--- config.mk ---
export PLATFORM = sky130hd
export DESIGN_NAME = irpr_rx_flat
export DESIGN_NICKNAME = d
export VERILOG_FILES = /design/src/rtl/irpr_pkg.sv /design/src/rtl/irpr_rx_if.sv /design/src/rtl/irpr_rx_fifo.sv /design/src/rtl/irpr_rx.sv /design/src/flat_wrapper.sv
export SDC_FILE = /design/constraint.sdc
export NUM_CORES = 1
export LEC_CHECK = 0
export CORE_MARGIN = 2
export CORE_UTILIZATION = 52
export CTS_CLUSTER_DIAMETER = 150
export CTS_CLUSTER_SIZE = 16
export DETAILED_ROUTE_END_ITERATION = 10
export PLACE_DENSITY_LB_ADDON = 0.2
export SLEW_MARGIN = 25
export SYNTH_ARGS = -nofsm -noshare
export SYNTH_HDL_FRONTEND = slang
export SYNTH_SLANG_ARGS = --single-unit
--- constraint.sdc ---
create_clock -name wb_clk_i -period 6.5 [get_ports wb_clk_i]
set_clock_uncertainty 0.15 [all_clocks]
set_input_delay 1.625 -clock wb_clk_i [delete_from_list [all_inputs] [get_ports wb_clk_i]]
set_output_delay 1.625 -clock wb_clk_i [all_outputs]
set_load 0.005 [all_outputs]
--- src/rtl/irpr_pkg.sv ---
// Shared definitions for the IRPR receive controller: CSR bit positions and FSM states.
package irpr_pkg;

    localparam int unsigned CSR_ERR  = 15;
    localparam int unsigned CSR_RST  = 14;
    localparam int unsigned CSR_DONE = 7;
    localparam int unsigned CSR_IE   = 6;
    localparam int unsigned CSR_FULL = 5;

    typedef enum logic [1:0] {
        R_IDLE,
        R_ACK,
        R_WAIT
    } rx_state_e;

    typedef enum logic [1:0] {
        I_IDLE,
        I_REQ,
        I_WAIT
    } irq_state_e;

endpackage

--- src/rtl/irpr_rx_if.sv ---
// Wishbone slave bus bundle for irpr_rx; signal names follow the peripheral bus.
interface irpr_rx_if;
    logic [1:0]  wb_adr_i;
    logic [15:0] wb_dat_i;
    logic [15:0] wb_dat_o;
    logic        wb_cyc_i;
    logic        wb_stb_i;
    logic        wb_we_i;
    logic        wb_ack_o;

    modport master (
        output wb_adr_i, wb_dat_i, wb_cyc_i, wb_stb_i, wb_we_i,
        input  wb_dat_o, wb_ack_o
    );

    modport slave (
        input  wb_adr_i, wb_dat_i, wb_cyc_i, wb_stb_i, wb_we_i,
        output wb_dat_o, wb_ack_o
    );
endinterface

--- src/rtl/irpr_rx_fifo.sv ---
// Receive byte buffer: DEPTH-entry FIFO with IRPR_RX_FIFO_EN, else one holding register.
module irpr_rx_fifo #(
    parameter int unsigned DEPTH = 4
) (
    input  logic       clk,
    input  logic       rst_n,
    input  logic       push,
    input  logic       pop,
    input  logic       flush,
    input  logic [7:0] din,
    output logic [7:0] dout,
    output logic       empty,
    output logic       full
);
`ifdef IRPR_RX_FIFO_EN
    localparam int unsigned AW = $clog2(DEPTH);

    logic [7:0]    mem_q [DEPTH];
    logic [7:0]    mem_d [DEPTH];
    logic [AW-1:0] wr_ptr_q, wr_ptr_d, rd_ptr_q, rd_ptr_d;
    logic [AW:0]   count_q, count_d;
    logic          do_push, do_pop;

    // A push into a full buffer is legal when the head leaves in the same cycle.
    always_comb begin
        do_pop   = pop & (count_q != '0);
        do_push  = push & (~full | do_pop);
        mem_d    = mem_q;
        wr_ptr_d = wr_ptr_q;
        rd_ptr_d = rd_ptr_q;
        count_d  = count_q;
        if (flush) begin
            wr_ptr_d = '0;
            rd_ptr_d = '0;
            count_d  = '0;
        end else begin
            if (do_push) begin
                mem_d[wr_ptr_q] = din;
                wr_ptr_d        = wr_ptr_q + 1'b1;
            end
            if (do_pop) begin
                rd_ptr_d = rd_ptr_q + 1'b1;
            end
            count_d = count_q + {{AW{1'b0}}, do_push} - {{AW{1'b0}}, do_pop};
        end
    end

    always_ff @(posedge clk or negedge rst_n) begin
        if (!rst_n) begin
            mem_q    <= '{default: '0};
            wr_ptr_q <= '0;
            rd_ptr_q <= '0;
            count_q  <= '0;
        end else begin
            mem_q    <= mem_d;
            wr_ptr_q <= wr_ptr_d;
            rd_ptr_q <= rd_ptr_d;
            count_q  <= count_d;
        end
    end

    assign dout  = mem_q[rd_ptr_q];
    assign empty = (count_q == '0);
    assign full  = (count_q == (AW+1)'(DEPTH));
`else
    logic [7:0] data_q, data_d;
    logic       valid_q, valid_d;
    logic       do_push, do_pop;

    always_comb begin
        do_pop  = pop & valid_q;
        do_push = push & (~valid_q | do_pop);
        data_d  = data_q;
        valid_d = do_push | (valid_q & ~do_pop);
        if (flush) begin
            valid_d = 1'b0;
        end else if (do_push) begin
            data_d = din;
        end
    end

    always_ff @(posedge clk or negedge rst_n) begin
        if (!rst_n) begin
            data_q  <= '0;
            valid_q <= 1'b0;
        end else begin
            data_q  <= data_d;
            valid_q <= valid_d;
        end
    end

    assign dout  = data_q;
    assign empty = ~valid_q;
    assign full  = valid_q;
`endif
endmodule

--- src/rtl/irpr_rx.sv ---
// IRPR receive controller: strobe/ack byte receiver, CSR/DAT Wishbone slave, vectored irq.
// Define IRPR_RX_FIFO_EN for a FIFO_DEPTH-byte buffer; otherwise a single holding register.
module irpr_rx
    import irpr_pkg::*;
#(
    parameter int unsigned FIFO_DEPTH = 4,
    parameter int unsigned ACK_LEN    = 8,
    parameter int unsigned FILT_LEN   = 4
) (
    input  logic       wb_clk_i,
    input  logic       wb_rst_n_i,
    irpr_rx_if.slave   wb,
    output logic       irq,
    input  logic       iack,
    input  logic [7:0] rx_data,
    input  logic       rx_stb_n,
    output logic       rx_busy,
    output logic       rx_ack_n
);
    logic                stb_s1_q, stb_s2_q;
    logic [7:0]          data_s1_q, data_s2_q;
    logic [FILT_LEN-1:0] filt_sh_q, filt_sh_d;
    logic                filt_q, filt_d, stb_fall;
    rx_state_e           rx_state_q, rx_state_d;
    irq_state_e          irq_state_q, irq_state_d;
    logic [7:0]          ack_cnt_q, ack_cnt_d;
    logic                ack_q, ack_d, pop_pend_q, pop_pend_d;
    logic [15:0]         dat_q, dat_d, csr_rd;
    logic                ie_q, ie_d, err_q, err_d, trig_q, trig_d;
    logic                irq_q, irq_d, rx_busy_q, rx_busy_d, rx_ack_n_q, rx_ack_n_d;
    logic                req, wr, flush, pop, push, ovf;
    logic [7:0]          fifo_dout;
    logic                fifo_empty, fifo_full;
    logic                unused_bits;

    assign unused_bits = ^{wb.wb_adr_i[0], wb.wb_dat_i[13:7], wb.wb_dat_i[5:0]};

    irpr_rx_fifo #(.DEPTH(FIFO_DEPTH)) u_fifo (
        .clk   (wb_clk_i),
        .rst_n (wb_rst_n_i),
        .push  (push),
        .pop   (pop),
        .flush (flush),
        .din   (data_s2_q),
        .dout  (fifo_dout),
        .empty (fifo_empty),
        .full  (fifo_full)
    );

    // Filter looks at the incoming sample so the level flips on the edge that completes the run.
    always_comb begin
        filt_sh_d = {filt_sh_q[FILT_LEN-2:0], stb_s2_q};
        filt_d    = filt_q;
        if (&filt_sh_d) begin
            filt_d = 1'b1;
        end else if (~|filt_sh_d) begin
            filt_d = 1'b0;
        end
        stb_fall = filt_q & ~filt_d;
    end

    always_comb begin
        req    = wb.wb_cyc_i & wb.wb_stb_i;
        ack_d  = req & ~ack_q;
        csr_rd = '0;
        csr_rd[CSR_ERR]  = err_q;
        csr_rd[CSR_DONE] = ~fifo_empty;
        csr_rd[CSR_IE]   = ie_q;
        csr_rd[CSR_FULL] = fifo_full;
        dat_d      = '0;
        pop_pend_d = 1'b0;
        if (req & ~ack_q & ~wb.wb_we_i) begin
            if (!wb.wb_adr_i[1]) begin
                dat_d = csr_rd;
            end else if (!fifo_empty) begin
                dat_d      = {8'h00, fifo_dout};
                pop_pend_d = 1'b1;
            end
        end
        // Pop only what was actually returned; a byte arriving during the wait state stays queued.
        pop   = ack_q & pop_pend_q;
        wr    = ack_q & req & wb.wb_we_i & ~wb.wb_adr_i[1];
        flush = wr & wb.wb_dat_i[CSR_RST];
        ie_d  = wr ? wb.wb_dat_i[CSR_IE] : ie_q;

        rx_state_d = rx_state_q;
        ack_cnt_d  = ack_cnt_q;
        push       = 1'b0;
        ovf        = 1'b0;
        unique case (rx_state_q)
            R_IDLE: begin
                if (stb_fall) begin
                    push       = ~fifo_full | pop;
                    ovf        = fifo_full & ~pop;
                    ack_cnt_d  = '0;
                    rx_state_d = R_ACK;
                end
            end
            R_ACK: begin
                if (ack_cnt_q == 8'(ACK_LEN - 1)) begin
                    rx_state_d = R_WAIT;
                end else begin
                    ack_cnt_d = ack_cnt_q + 8'd1;
                end
            end
            R_WAIT: begin
                if (filt_q) begin
                    rx_state_d = R_IDLE;
                end
            end
            default: rx_state_d = R_IDLE;
        endcase
        if (flush) begin
            rx_state_d = R_WAIT;
            push       = 1'b0;
            ovf        = 1'b0;
        end
        rx_busy_d  = (rx_state_q != R_IDLE) | fifo_full;
        rx_ack_n_d = (rx_state_q != R_ACK);

        err_d = (err_q & ~(wr & (wb.wb_dat_i[CSR_ERR] | wb.wb_dat_i[CSR_RST]))) | ovf;

        irq_state_d = irq_state_q;
        irq_d       = 1'b0;
        trig_d      = trig_q;
        unique case (irq_state_q)
            I_IDLE: begin
                if (ie_q & trig_q) begin
                    irq_d       = 1'b1;
                    irq_state_d = I_REQ;
                end
            end
            I_REQ: begin
                if (!ie_q) begin
                    irq_state_d = I_IDLE;
                end else if (iack) begin
                    trig_d      = 1'b0;
                    irq_state_d = I_WAIT;
                end else begin
                    irq_d = 1'b1;
                end
            end
            I_WAIT: begin
                if (!iack) begin
                    irq_state_d = I_IDLE;
                end
            end
            default: irq_state_d = I_IDLE;
        endcase
        if (push | (wr & wb.wb_dat_i[CSR_IE] & ~ie_q & ~fifo_empty)) begin
            trig_d = 1'b1;
        end
    end

    always_ff @(posedge wb_clk_i or negedge wb_rst_n_i) begin
        if (!wb_rst_n_i) begin
            stb_s1_q    <= 1'b1;
            stb_s2_q    <= 1'b1;
            data_s1_q   <= '0;
            data_s2_q   <= '0;
            filt_sh_q   <= '1;
            filt_q      <= 1'b1;
            rx_state_q  <= R_IDLE;
            irq_state_q <= I_IDLE;
            ack_cnt_q   <= '0;
            ack_q       <= 1'b0;
            pop_pend_q  <= 1'b0;
            dat_q       <= '0;
            ie_q        <= 1'b0;
            err_q       <= 1'b0;
            trig_q      <= 1'b0;
            irq_q       <= 1'b0;
            rx_busy_q   <= 1'b0;
            rx_ack_n_q  <= 1'b1;
        end else begin
            stb_s1_q    <= rx_stb_n;
            stb_s2_q    <= stb_s1_q;
            data_s1_q   <= rx_data;
            data_s2_q   <= data_s1_q;
            filt_sh_q   <= filt_sh_d;
            filt_q      <= filt_d;
            rx_state_q  <= rx_state_d;
            irq_state_q <= irq_state_d;
            ack_cnt_q   <= ack_cnt_d;
            ack_q       <= ack_d;
            pop_pend_q  <= pop_pend_d;
            dat_q       <= dat_d;
            ie_q        <= ie_d;
            err_q       <= err_d;
            trig_q      <= trig_d;
            irq_q       <= irq_d;
            rx_busy_q   <= rx_busy_d;
            rx_ack_n_q  <= rx_ack_n_d;
        end
    end

    assign wb.wb_dat_o = dat_q;
    assign wb.wb_ack_o = ack_q;
    assign irq         = irq_q;
    assign rx_busy     = rx_busy_q;
    assign rx_ack_n    = rx_ack_n_q;
endmodule
--- src/flat_wrapper.sv ---
// flat-port wrapper written by rule: the top's interface ports become plain ports
module irpr_rx_flat import irpr_pkg::*;
#(
    parameter int unsigned FIFO_DEPTH = 4,
    parameter int unsigned ACK_LEN    = 8,
    parameter int unsigned FILT_LEN   = 4
)
  (wb_clk_i, wb_rst_n_i, irq, iack, rx_data, rx_stb_n, rx_busy, rx_ack_n, wb_wb_adr_i, wb_wb_dat_i, wb_wb_cyc_i, wb_wb_stb_i, wb_wb_we_i, wb_wb_dat_o, wb_wb_ack_o);
  irpr_rx_if wb_i ();
  input  logic wb_clk_i;
  input  logic wb_rst_n_i;
  output logic irq;
  input  logic iack;
  input  logic [7:0] rx_data;
  input  logic rx_stb_n;
  output logic rx_busy;
  output logic rx_ack_n;
  input wire logic [$bits(wb_i.wb_adr_i)-1:0] wb_wb_adr_i;
  input wire logic [$bits(wb_i.wb_dat_i)-1:0] wb_wb_dat_i;
  input wire logic [$bits(wb_i.wb_cyc_i)-1:0] wb_wb_cyc_i;
  input wire logic [$bits(wb_i.wb_stb_i)-1:0] wb_wb_stb_i;
  input wire logic [$bits(wb_i.wb_we_i)-1:0] wb_wb_we_i;
  output wire logic [$bits(wb_i.wb_dat_o)-1:0] wb_wb_dat_o;
  output wire logic [$bits(wb_i.wb_ack_o)-1:0] wb_wb_ack_o;
  assign wb_i.wb_adr_i = wb_wb_adr_i;
  assign wb_i.wb_dat_i = wb_wb_dat_i;
  assign wb_i.wb_cyc_i = wb_wb_cyc_i;
  assign wb_i.wb_stb_i = wb_wb_stb_i;
  assign wb_i.wb_we_i = wb_wb_we_i;
  assign wb_wb_dat_o = wb_i.wb_dat_o;
  assign wb_wb_ack_o = wb_i.wb_ack_o;
  irpr_rx #(.FIFO_DEPTH(FIFO_DEPTH), .ACK_LEN(ACK_LEN), .FILT_LEN(FILT_LEN)) u_core (.wb_clk_i(wb_clk_i), .wb_rst_n_i(wb_rst_n_i), .wb(wb_i), .irq(irq), .iack(iack), .rx_data(rx_data), .rx_stb_n(rx_stb_n), .rx_busy(rx_busy), .rx_ack_n(rx_ack_n));
endmodule
# After elaboration in Yosys (flattened, before gate mapping)
# Cells that the tools add are included.
# W data, S select, Z words.
# totals
register_bits	67
inputBits	33
# classes
n_addsub	1
n_eq_ne	14
reduce_logical	14
muxes	36
bitwise	36
# op_table
op	n
$mux W16	2
$mux W8	3
$and A1 B1 Y1	19
$mux W1	19
$mux W2	8
$pmux W8 S2	1
$pmux W2 S3	2
$reduce_and A3 Y1	4
$not A1 Y1	10
$reduce_bool A2 Y1	5
$ne A3 B1 Y1 const B	3
$add A8 B1 Y8 const B	1
$eq A8 B3 Y1 const B	1
$or A1 B1 Y1	7
$ne A2 B1 Y1 const B	3
$eq A2 B1 Y1 const B	2
$eq A2 B2 Y1 const B	2
$logic_not A2 Y1	2
$ne A2 B2 Y1 const B	2
$reduce_and A4 Y1	1
$reduce_or A4 Y1	1
$ne A3 B3 Y1 const B	1
$pmux W1 S2	1
$reduce_and A2 Y1	1

# Logic depth before layout (Yosys ltp)
# Gate-level depths: netlist of run 1.
# depth
word_depth	11
mapped_depth	5
ltp_nobuf	5

# Cells and area by module
# From an unflattened synthesis of run 1, not the netlist that was laid out.
# hier_totals
hier_cells	171
area_unflattened_um2	2284.7
# modules_own_cells
module	area_per_inst_um2	cells_each	seq_area_each_um2	instances
irpr_rx	1925.6	149	1285.0	1
irpr_rx_fifo	359.1	22	225.2	1

# Worst setup path after synthesis of run 1
# OpenSTA, ideal clock, no wires.
# synth_path
path_kind	in2reg
startpoint	input port wb_wb_cyc_i
endpoint	register u_core.u_fifo.data_q[0] (netlist: u_core.u_fifo.dout[0])
cell_stages	4
setup_ps	125
arrival_ps	2846
required_time_ps	6225
slack_ps	3380
path_cell_list	nand2_1 > nor4_1 > nor3b_4 > mux2_2
# synth_between
elab_chain_cells	8
# synth_lines
element	line_no	source
from (decl)	flat_wrapper.sv:20	input wire logic [$bits(wb_i.wb_cyc_i)-1:0] wb_wb_cyc_i;
$and A1 B1 Y1 *	irpr_rx.sv:63	req = wb.wb_cyc_i & wb.wb_stb_i;
$and A1 B1 Y1 * (3 in series)	irpr_rx.sv:82	wr = ack_q & req & wb.wb_we_i & ~wb.wb_adr_i[1];
$and A1 B1 Y1 *	irpr_rx.sv:83	flush = wr & wb.wb_dat_i[CSR_RST];
$mux W1	irpr_rx.sv:113	if (flush) begin
$and A1 B1 Y1	irpr_rx_fifo.sv:72	do_push = push & (~valid_q | do_pop);
$reduce_and A2 Y1 (no line) *	-	
to (signal assigned)	irpr_rx_fifo.sv:87	data_q <= data_d;
to (decl)	irpr_rx_fifo.sv:66	logic [7:0] data_q, data_d;
# Mark *: on every way between the ends. The rest lies on a longest branch, timed or not.
# A chain may end at the register's enable or synchronous reset.

# Worst setup path in the final report of run 1
# layout_path
startpoint	input port wb_wb_adr_i[1]
endpoint	register u_core.u_fifo.data_q[0] (netlist: u_core.u_fifo.dout[0])
# layout_between
elab_chain_cells	6
# layout_lines
element	line_no	source
from (decl)	flat_wrapper.sv:18	input wire logic [$bits(wb_i.wb_adr_i)-1:0] wb_wb_adr_i;
$not A1 Y1 *	irpr_rx.sv:82	
$and A1 B1 Y1 *	irpr_rx.sv:82	
$and A1 B1 Y1 *	irpr_rx.sv:83	
$mux W1	irpr_rx.sv:113	
$and A1 B1 Y1	irpr_rx_fifo.sv:72	
$reduce_and A2 Y1 (no line) *	-	
# Marked as above.

==> results of run 1 <==
cell usage in the layout, fill, tap and decap left out, drive strengths merged, types with 2 or more instances in the layout:
cell type      synthesis  routed
nor3b                  4       4
nand3                  4       4
or3                    4       4
xor2                   2       2
nor4                   3       3
nor2                  12      12
dfrtp                 53      53
clkbuf                 0      13
mux2                   9       9
and2                   5       5
or2                    2       2
nor3                   4       4
dfstp                  7       7
buf                    7       2
nand2b                 3       3
o21ai                  2       2
inv                    6       6
clkinv                 0       3
a21oi                  9       9
a22o                   2       2
conb                   1       7
clkdlybuf4s50          0      30
nand2                  7       7
registers in the layout, indices dropped and copies added, names as in the netlist, 2 cells and up:
register and count:
u_core.wb.wb_dat_o 9, u_core.rx_state_q 2, u_core.u_fifo.dout 8, u_core.irq_state_q 2
u_core.data_s1_q 8, u_core.filt_sh_q 3, u_core.ack_cnt_q 8, u_core.data_s2_q 8
layout make-up:
cell class                      instances  area share
Clock inverter                          3    0.005517
Timing Repair Buffer                   32      0.1149
Sequential cell                        60      0.5549
Inverter                                6    0.008276
Multi-Input combinational cell         97      0.2423
Clock buffer                           13     0.05103
Tap cell                               50     0.02299
per-layer routing:
layer	share of wire	vias to the layer above	routed length [um]	global-route usage
li1	-	641	-	-
met1	0.44	666	1615	0.2139
met2	0.48	40	1761	0.2553
met3	0.050	8	182	0.05669
met4	0.022	0	80	0.1220
met5	0	-	0	0
cell families after synthesis:
family / count (synthesis)
xor gates and xnor gates: 3
AOI/OAI and AO/OA: 21
DFF: 60
buffers and inverters: 13
other: 1
adders and majority gates: 1
and+or+nand+nor: 55
muxes: 10
stage by stage:
step | cell area [um^2] | setup slack, ns | total power (W) | cells | utilization
floorplan | 2238 | 3.380 | 0.0005119 | 170 | -
global route | 2721 | 3.090 | 0.0008668 | 261 | 0.6707
global placement | 2561 | 2.617 | 0.0005526 | 245 | 0.6312
finish | 2721 | 3.169 | 0.0008205 | 261 | 0.6707
detailed placement | 2561 | 2.590 | 0.0005600 | 245 | 0.6312
CTS | 2715 | 2.921 | 0.0008308 | 261 | 0.6691
path summary, 6_finish.rpt:
kind	cells past startpoint	slack [ns]	startpoint	to
worst max register to register	4	4.03	u_core.filt_sh_q[0]	u_core.u_fifo.dout[0]
max in group asynchronous	2	4.44	wb_rst_n_i	u_core.wb.wb_dat_o[0]
worst max-delay path	4	3.17	wb_wb_adr_i[1]	u_core.u_fifo.dout[0]
worst min register to register	0	0.20	u_core.data_s1_q[6]	u_core.data_s2_q[6]
worst min-delay path	0	0.20	u_core.data_s1_q[6]	u_core.data_s2_q[6]
min in group asynchronous	2	1.28	wb_rst_n_i	u_core.wb.wb_dat_o[1]
power groups by stage:
stage,combinational (W),sequential [W],clock [W]
after floorplan,0.0000627,0.000449,0
after global routing,0.000117,0.000456,0.000294
after global placement,0.0000998,0.000453,0
final,0.000103,0.000450,0.000267
after detailed placement,0.000104,0.000456,0
after CTS,0.000104,0.000450,0.000277
critical path, delay by kind of cell:
kind / cells / cell delay [ns]
AND/OR/NAND/NOR: 2 / 0.86
buffers and inverters: 1 / 0.57
multiplexers: 1 / 0.32
==> reports/qor.yml, run 1 <==
syn_area_mm2: 0.002216
worstPathArrival_ns: 3.38
worstPathCellList: "clkdlybuf4s50_1, nor4_2, nor3b_4, mux2_2"
status: "completed"
fin_tns_setup_ns: 0
track_usage: 0.1728
yosys-top-cells-count: "53 x dfrtp_1, 12 x nor2_1, 9 x a21oi_1, 9 x mux2_2"
nFillCells: 298
layout_min_cycle_time_ns: 3.331
crit_required_ns: 6.55
ctsHtreeMaxLevel: 3
grt_pass1_vias: 1408
antenna_found_initial: 0
synth_top_area_share: 0.5985
max_cap_violations: 0
switching_power_w: 0.0002107
globalRouteOverflowTotal: 0
worstSetupStartpointType: "primary input"
rsz0062_at_grt: "false"
leakagePower_nw: 1.209
core_area_mm2: 0.004058
yosys.area_share.simple: 0.1525
synth_edf_count: 0
hpwl_um: 2481
critPathCaptureType: "flip-flop"
synth_top_family_by_area: "simple AND/OR/NAND/NOR gates"
synth_compound_area_frac: 0.06268
tightest_slew_ns: 0.7171
ant_nets: 0
hold_violations: 0
synth-seq-cells: 60
holdBufCountCts: 0
comb_power_share: 0.126
drtPass1Iterations: 4
crit_slowest_cell: "nor4_2"
critPathKind: "primary input to flip-flop"
layout-drive-gt1-share: 0.1706
power.share.clock: 0.326
die_x_um: 69.28
diodes: 0
synth.area.mux_share: 0.05025
multi_input_area_um2: 659.4
clkTransAtPathRegs_ns: 0.06
synthTopCellsByArea: "dfrtp_1 60%, dfstp_2 8.3%, mux2_2 4.6%"
yosysSeqAreaShare: 0.6815
die-area_mm2: 0.004800
synth.largest_area_cell: "dfrtp_1"
synth_fa_ha_area_frac: 0.005647
switching_share: 0.2567
cts_buffers: 9
hold_path_class: "flip-flop to flip-flop"
irDropWorstVdd_uv: 164.2
period_share: 0.5124
cts_root_buffer: "clkbuf_8"
grt_max_degree: 61
cts_buffer_depth: 2
via_per_inst: 5.192
avgSynthCellArea_um2: 13.51
powerDensity_mw_per_mm2: 301.5
slowest_delay_ns: 0.67
routed_wl_um: 3640
port_buffers: 31
gp_congestion: 0.7803
max_freq_ghz: 0.3002
seqCellArea_mm2: 0.001510
route.detailed.drc: 0
detail_route.wl_per_cell_um: 13.95
async_reset_ff_frac: 1.000
io_pins: 53
synthFlopType: "dfrtp_1"
numClockSinks: 60
maxSlewHeadroom: 0.5220
postCtsSetupBuffers: 0
syn2layout_area_growth_pct: 22.81
pwr-share-seq: 0.548
intPower_w: 0.0006098
crit_fanout: 9
row_count: 23
die_h_um: 69.28
synth_cells: 164
postCtsResizedCells: 0
synth_most_common_cell: "dfrtp_1"
start_util: 0.5461
clock_latency_ns: 0.33
drtIter0Drc: 65
vias: 1355
setup-violations-final: 0
cts_tree: "built"
synth_xor_area_frac: 0.01186
finalMaxSlewViolations: 0
hold_ws_ns: 0.2000
yosys_warnings: 0
ys_types: 41
grt_pass1_wl_um: 6313
nNetsFinal: 240
Power figures use the tool's default switching activity.
==> inputs of run 2 (changes only) <==
--- a/config.mk
+++ b/config.mk
@@ -6,7 +6,7 @@
 export NUM_CORES = 1
 export LEC_CHECK = 0
 export CORE_MARGIN = 2
-export CORE_UTILIZATION = 52
+export CORE_UTILIZATION = 44
 export CTS_CLUSTER_DIAMETER = 150
 export CTS_CLUSTER_SIZE = 16
 export DETAILED_ROUTE_END_ITERATION = 10
==> constraint.sdc (replaced) <==
create_clock -name wb_clk_i -period 2.8 [get_ports wb_clk_i]
set_clock_uncertainty 0.15 [all_clocks]
set_input_delay 0.7 -clock wb_clk_i [delete_from_list [all_inputs] [get_ports wb_clk_i]]
set_output_delay 0.7 -clock wb_clk_i [all_outputs]
set_load 0.005 [all_outputs]
==> run 2 against run 1 <==
Net effect:
- wire length is 1.3% higher
- sequential power up 130%
- highest routed layer unchanged
- register-to-register slack got worse by 3.5 ns
- via count fell by 0.22%
- final area is 3.6% higher
- critical path depth up 2
- power grew to 2.5 times the previous value
- sequential share of layout area down 1.9 points
- combinational power up 140%
- critical endpoint is now u_core.u_fifo.dout[5]
- die area grew 17%
- largest cell class unchanged
- worst setup slack lost 2.7 ns
- count of clock-buffer cells in the layout down 1
==> reports/qor.yml, run 2 (synthesis results as in run 1) <==
status: "completed"
fin_tns_setup_ns: 0
cts_root_buffer: "clkbuf_8"
hpwl_um: 2582
postCtsResizedCells: 0
start_util: 0.4630
hold_path_depth: 0
port_buffers: 31
worstSetupStartpointType: "primary input"
grt_pass1_vias: 1456
regToRegEndpoint: "u_core.u_fifo.dout[5]"
use_met1: 0.1755
layout_min_cycle_time_ns: 2.312
cts_buffers: 9
crit_fanout: 9
track_usage: 0.1599
rsz0062_at_grt: "false"
antenna_found_initial: 0
maxSlewHeadroom: 0.5929
grtUsageMet2: 0.2671
critPathKind: "primary input to flip-flop"
setup-violations-final: 0
regToRegStartpoint: "u_core.filt_sh_q[0]"
io_pins: 53
final_area_mm2: 0.002820
crit_slowest_cell: "nor3b_4"
max_cap_violations: 0
grt.met3_usage: 0.05622
holdBufCountCts: 0
vias: 1352
worstPathArrival_ns: 2.38
ctsHtreeMaxLevel: 3
finalMaxSlewViolations: 0
top_usage_layer: "met2"
dp_cells: 265
final_cell_mix: "53 x dfrtp_1, 30 x clkdlybuf4s50_1, 12 x nor2_1, 11 x clkbuf_8"
core_area_mm2: 0.004786
leakagePower_nw: 1.250
globalRouteOverflowTotal: 0
diodes: 0
gp_congestion: 0.7567
largest_register_ffs: 9
hold_path_class: "flip-flop to flip-flop"
placed_cell_area_mm2: 0.002618
tightest_slew_ns: 0.6052
period_share: 0.8256
crit_required_ns: 2.86
die-area_mm2: 0.005620
slowest_delay_ns: 0.50
detail_route.wl_per_cell_um: 13.13
die_h_um: 74.97
layout-drive-gt1-share: 0.1916
r2r_slack_ns: 0.57
worstPathCellList: "clkdlybuf4s50_1, nand2_1, nor4_1, buf_4, nor3b_4, mux2_2"
layout_commonest_cell: "dfrtp_1"
routed_wl_um: 3689
numClockSinks: 60
route.detailed.drc: 0
hold_ws_ns: 0.1999
hold_start: "u_core.data_s1_q[7]"
ant_nets: 0
cts_buffer_depth: 2
reg2regPathDepth: 4
die_x_um: 74.97
grt_max_degree: 35
grt_pass1_wl_um: 6348
max_freq_ghz: 0.4326
via_per_inst: 4.811
critPathCaptureType: "flip-flop"
cts_tree: "built"
powerDensity_mw_per_mm2: 730.3
nNetsFinal: 243
irDropWorstVdd_uv: 377.6
syn2layout_area_growth_pct: 27.27
clkTransAtPathRegs_ns: 0.06
clock_latency_ns: 0.33
postCtsSetupBuffers: 0
drtIter0Drc: 94
drtPass1Iterations: 4
row_count: 25
hold_path_end: "u_core.data_s2_q[7]"
hold_violations: 0
nFillCells: 409
finalNonFillerCells: 281
run 2: cell count changes in the layout (fill, tap and decap cells not counted), sizes merged:
cell and delta:
clkinv -1, bufinv +1, clkbuf -1, clkinvlp +1, buf +3
run 2: report_power, final:
group / internal [W] / switching (W)
clock network: 0.000456 / 0.000315
registers: 0.000969 / 0.0000764
logic: 0.000132 / 0.000111
run 2: worst max-delay path by stage:
stage	startpoint	endpoint	slack, ns	depth (start not counted)
2_1_floorplan	wb_wb_cyc_i	u_core.u_fifo.dout[0]	0.60	4
3_3_place_gp	wb_wb_cyc_i	u_core.u_fifo.dout[1]	0.16	6
3_5_place_dp	wb_wb_stb_i	u_core.u_fifo.dout[1]	0.15	6
4_1_cts	wb_wb_stb_i	u_core.u_fifo.dout[5]	0.49	6
5_1_grt	wb_wb_cyc_i	u_core.u_fifo.dout[5]	0.41	6
6_report	wb_wb_cyc_i	u_core.u_fifo.dout[5]	0.49	6
run 2: cell type report:
type / instances / area (um^2) / area share
flip-flops and latches: 60 / 1510 / 0.5355
multi-input cells: 97 / 653.1 / 0.2316
repair buffers: 35 / 347.8 / 0.1233
clock buffers: 12 / 155.1 / 0.05501
well taps: 67 / 83.83 / 0.02972
clock inverters: 4 / 47.55 / 0.01686
inverters: 6 / 22.52 / 0.007986
run 2: layer usage:
layer  up-vias  share of wire
li1        645              -
met1       666           0.41
met2        33           0.52
met3         8          0.046
met4         0          0.020
met5         -              0
run 2: worst max-delay path: cells and delay by family:
| family | cells | cell delay, ns |
|---|---|---|
| buffers and inverters | 2 | 0.55 |
| muxes | 1 | 0.40 |
| and+or+nand+nor | 3 | 0.73 |
run 2: metrics by stage:
step	total power [W]	util	setup WS (ns)
2_1_floorplan	0.001188	-	0.6047
3_3_place_gp	0.001289	0.5469	0.1571
6_report	0.002060	0.5893	0.4883
3_5_place_dp	0.001305	0.5469	0.1548
4_1_cts	0.002088	0.5893	0.4942
5_1_grt	0.002169	0.5893	0.4128
